### src/rtl/crossbar_rr_scheduler.sv
// rtl/crossbar_rr_scheduler.sv - round-robin scheduler for the 4x4 crossbar
// Per-output arbiters feed registered holding stages; reports winner source and contention.
module crossbar_rr_scheduler #(
    parameter int CNT_W = 8
) (
    input  logic             clk,
    input  logic             rst,
    input  logic [3:0]       in_valid,
    input  logic [7:0]       in_dest,
    input  logic [15:0]      in_data,
    output logic [3:0]       in_ready,
    output logic [3:0]       out_valid,
    input  logic [3:0]       out_ready,
    output logic [15:0]      out_data,
    output logic [7:0]       out_src,
    output logic [CNT_W-1:0] contention_cnt
);

    logic [1:0] ptr [4];
    logic [3:0] free;
    logic [3:0] win_vld;
    logic [1:0] win_idx [4];

    always_comb begin
        logic [1:0] idx;
        idx = 2'd0;
        for (int o = 0; o < 4; o++) begin
            free[o]    = !out_valid[o] || out_ready[o];
            win_vld[o] = 1'b0;
            win_idx[o] = 2'd0;
            // Scan farthest-first so the candidate nearest ptr overwrites the rest.
            for (int k = 3; k >= 0; k--) begin
                idx = ptr[o] + 2'(k);
                if (in_valid[idx] && (in_dest[2*idx +: 2] == 2'(o))) begin
                    win_vld[o] = 1'b1;
                    win_idx[o] = idx;
                end
            end
            if (!free[o]) begin
                win_vld[o] = 1'b0;
            end
        end
    end

    always_comb begin
        logic [1:0] d;
        d = 2'd0;
        for (int i = 0; i < 4; i++) begin
            d           = in_dest[2*i +: 2];
            in_ready[i] = !rst && win_vld[d] && (win_idx[d] == 2'(i));
        end
    end

    always_ff @(posedge clk) begin
        if (rst) begin
            out_valid      <= '0;
            out_data       <= '0;
            out_src        <= '0;
            contention_cnt <= '0;
            for (int o = 0; o < 4; o++) begin
                ptr[o] <= 2'd0;
            end
        end else begin
            for (int o = 0; o < 4; o++) begin
                if (win_vld[o]) begin
                    out_valid[o]       <= 1'b1;
                    out_data[4*o +: 4] <= in_data[4*win_idx[o] +: 4];
                    out_src[2*o +: 2]  <= win_idx[o];
                    ptr[o]             <= win_idx[o] + 2'd1;
                end else if (out_ready[o]) begin
                    out_valid[o] <= 1'b0;
                end
            end
            if ((|(in_valid & ~in_ready)) && (contention_cnt != {CNT_W{1'b1}})) begin
                contention_cnt <= contention_cnt + 1'b1;
            end
        end
    end

endmodule

### config.mk
export PLATFORM = sky130hd
export DESIGN_NAME = crossbar_rr_scheduler
export DESIGN_NICKNAME = d
export VERILOG_FILES = /design/src/rtl/crossbar_rr_scheduler.sv
export SDC_FILE = /design/constraint.sdc
export NUM_CORES = 1
export LEC_CHECK = 0
export ABC_AREA = 1
export CORE_MARGIN = 8
export CORE_UTILIZATION = 49
export DETAILED_ROUTE_END_ITERATION = 10
export PLACE_DENSITY_LB_ADDON = 0.2
export SYNTH_ARGS = -nofsm -noshare
export SYNTH_HDL_FRONTEND = slang
export SYNTH_SLANG_ARGS = --single-unit
### constraint.sdc
create_clock -name clk -period 2 [get_ports clk]
set_input_delay 0.2 -clock clk [delete_from_list [all_inputs] [get_ports clk]]
set_output_delay 0.2 -clock clk [all_outputs]
set_load 0.01 [all_outputs]
==> flow_summary_export.csv <==
group,metric,value,unit
outcome,run_status,"complete, but fails checks",
outcome,violations,"setup timing",
timing,report.final.slew_viol_count,0,
clocking,cts_sinks,44,
detailed_routing,ant_nets,0,
timing,worst_pin_slew,0.414,ns
timing,period_needed,2.79,ns
synthesis,yosysSeqAreaShare,0.238,
synthesis,synth.area.mux_share,0,
synthesis,ys_types,34,
detailed_routing,wl_met1,6.64,mm
timing,fmaxAchievable,358,MHz
floorplan,io_pins,74,
detailed_routing,routedWlPerCell,17.9,um
run,cap_viol_max_count,0,
global_route,track_usage,0.278,
detailed_routing,first_iter_violations,544,
detailed_routing,drc,0,
synthesis,yosys_warnings,0,
global_route,grt_pass1_wl,26.3,mm
synthesis,synthCells,710,
synthesis,synth_compound_area_frac,0.132,
detailed_routing,dr.pass1.iters,6,
hold_path,hold_path_class,"flip-flop to flip-flop",
final_layout,final_cells,1011,
synthesis,synth-xor-area-share,0.00868,
worst_setup_path,critPathCaptureType,"flip-flop",
final_layout,synthToLayoutAreaGrowth,71.4,%
detailed_routing,wl_met3,1.51,mm
global_route,grt_max_degree,28,
synthesis,synth_simple_gate_area_frac,0.491,
clocking,h-tree-depth,2,
worst_setup_path,worstRegToRegCells,24,
global_route,grt_pass1_vias,5600,
clocking,cts_tree,"yes",
placement,io_buffers,73,
timing,slew_headroom,0.722,
worst_setup_path,cp-startpoint,"ptr[0][0]$_SDFFCE_PN0P_",
floorplan,die_h,107,um
floorplan,fp.dieArea,11400,um2
synthesis,synth_top_family_by_area,"simple AND/OR/NAND/NOR gates",
detailed_routing,top_layer_used,"met4",
synthesis,synth_area_per_cell,5.69,um2
worst_setup_path,worstSetupPathType,"flip-flop to flip-flop",
synthesis,synth_nets,745,
floorplan,coreArea,8090,um2
synthesis,synth_seq_cells,44,
global_route,gr-total-overflow,0,
hold_path,hold_start,"out_data[8]$_SDFFE_PP0N_",
floorplan,placementRows,33,
timing,hold_viol,0,
timing,setup_violations,43,
clocking,clk_latency,0.30,ns
detailed_routing,routed_wl,18.1,mm
timing,setup_slack,-0.791,ns
clocking,clkTransAtPathRegs,0.09,ns
synthesis,syn_area,4040,um2
detailed_routing,vias,5886,
placement,gp_congestion,1.00,
detailed_routing,avgViaCountPerCell,5.82,
power_and_ir_drop,vdd_drop_max,0.819,mV
clocking,root_buffer,"clkbuf_8",
timing,finClkSkew,0.00932,ns
timing,min_period_over_period,1.40,
worst_setup_path,critPathArrivalTime,3.03,ns
detailed_routing,routed-wl-met2,8.75,mm
synthesis,synthAdderAreaFrac,0.00310,
power_and_ir_drop,p_leak,0.00325,uW
hold_path,min_delay_path_depth,2,
global_route,grt_antenna_before_repair,0,
floorplan,die_w,107,um
final_layout,drive_gt1_frac,0.453,
timing,rsz0062_at_grt,"true",
placement,placed_cells,958,
clocking,cts_buffers,5,
worst_setup_path,worstSetupStartpointType,"flip-flop",
worst_setup_path,required,2.24,ns
clocking,clk_path_buf_depth,2,
final_layout,insertedDiodeCount,0,
floorplan,start_util,0.499,
placement,dp_hpwl,11.4,mm
worst_setup_path,worst-path-max-fanout,8,
timing,whs,0.472,ns
power_and_ir_drop,powerDensity,1660,nW/um2
final_layout,nets,940,
worst_setup_path,r2r-start,"ptr[0][0]$_SDFFCE_PN0P_",
-- sequential cells by signal (all words and copies together), names as in the netlist --
| register | flops |
|---|---|
| contention_cnt | 8 |
| out_data | 16 |
| out_src | 8 |
| out_valid | 4 |
| ptr | 8 |
-- through the flow --
stage	setup WS, ns	setup TNS [ns]	utilization	power, uW	cell area (um2)
finish	-0.791	-14.56	0.855	11500	6920
global route	-0.931	-19.05	0.855	12100	6920
CTS	-0.529	-8.35	0.786	9910	6360
detailed placement	-1.01	-28.34	0.672	7590	5440
global placement	-1.01	-26.26	0.672	7450	5440
floorplan	-0.168	-1.17	-	5280	4050
-- layout by cell type (no fill, tap or decap), drive strengths merged, types with 9 or more instances in the layout --
| master | synthesis | final |
|---|---|---|
| nor2 | 99 | 99 |
| o22ai | 9 | 9 |
| nand2 | 270 | 270 |
| dlygate4sd2 | 0 | 9 |
| dfxtp | 36 | 36 |
| a21oi | 23 | 23 |
| inv | 83 | 80 |
| buf | 18 | 142 |
| clkdlybuf4s50 | 0 | 60 |
| nand3 | 81 | 81 |
| o21ai | 50 | 50 |
-- logic make-up (layout without fill, tap and decap cells) --
group | Yosys count | count (layout)
AOI/OAI and AO/OA | 94 | 94
xor gates and xnor gates | 4 | 4
adders and majority gates | 1 | 1
buffers and inverters | 109 | 305
DFF | 44 | 44
and+or+nand+nor | 458 | 458
-- path summary, 6_finish.rpt --
| check | slack [ns] | to |
|---|---|---|
| setup / recovery | -0.79 | contention_cnt[1]$_SDFFE_PP0P_ |
| hold / removal | 0.47 | out_data[8]$_SDFFE_PP0N_ |
| setup reg to reg | -0.79 | contention_cnt[1]$_SDFFE_PP0P_ |
| hold reg to reg | 0.47 | out_data[8]$_SDFFE_PP0N_ |
-- area by class of cell --
cell class / count / area [um2]
clock buffer: 6 / 72.6
clock inverter: 2 / 12.5
fill: 466 / 1170
inverter: 84 / 368
multi-input combinational: 557 / 3470
sequential: 44 / 961
tap: 105 / 131
timing repair buffer: 211 / 1890
timing repair inverter: 2 / 13.8
-- cell usage after synthesis, drive strengths merged --
cell	number	share of area
nand4	3	0.0047
nand2	270	0.28
clkbuf	7	0.0068
o21ai	50	0.066
buf	18	0.040
nor3	1	0.0012
nor2	99	0.099
nand3	81	0.10
and2	1	0.0016
xor2	4	0.0087
inv	83	0.080
dfxtp	36	0.18
and3	1	0.0016
ha	1	0.0031
o31ai	8	0.015
o22ai	9	0.014
nor3b	2	0.0037
clkinv	1	0.00093
o221ai	4	0.0087
edfxtp	8	0.060
a21oi	23	0.029
-- routing by layer --
layer  up-vias  global-route usage
met5         -                   0
met4         0               0.149
met3       113              0.0396
met2       366               0.493
met1      2747               0.315
li1       2660                   -
-- worst max-delay path, stage by stage, from the launching register on --
cell      delay [ns]
edfxtp_1        0.43
buf_6           0.17
buf_12          0.14
nand2_2         0.05
nand2_2         0.06
nor2_4          0.17
nand2_1         0.14
nand2_2         0.13
inv_2           0.06
nand2_1         0.07
nand2_2         0.07
nand2_4         0.14
nand2_2         0.07
nand2_1         0.10
nand2_1         0.08
nand2_2         0.08
nand2_2         0.06
buf_6           0.14
nand2_4         0.06
nand2_4         0.07
nor2_4          0.17
nor2_4          0.06
nand2_1         0.08
nand2_1         0.05
nor2_1          0.07
-- power breakdown --
part           switching (uW)  internal, uW  total [uW]  leakage (uW)
combinational            5380          4120        9500       0.00283
clock                     311           245         555     0.0000412
sequential                217          1230        1450      0.000382
total                    5910          5590       11500       0.00325
-- repair_timing --
action                     CTS  global route
pin swaps                   60            53
buffers inserted            36            11
cloned                       5             0
resized for setup          195           147
hold buffers                 0             0
setup endpoints to repair   44            50
Power figures use the tool's default switching activity.
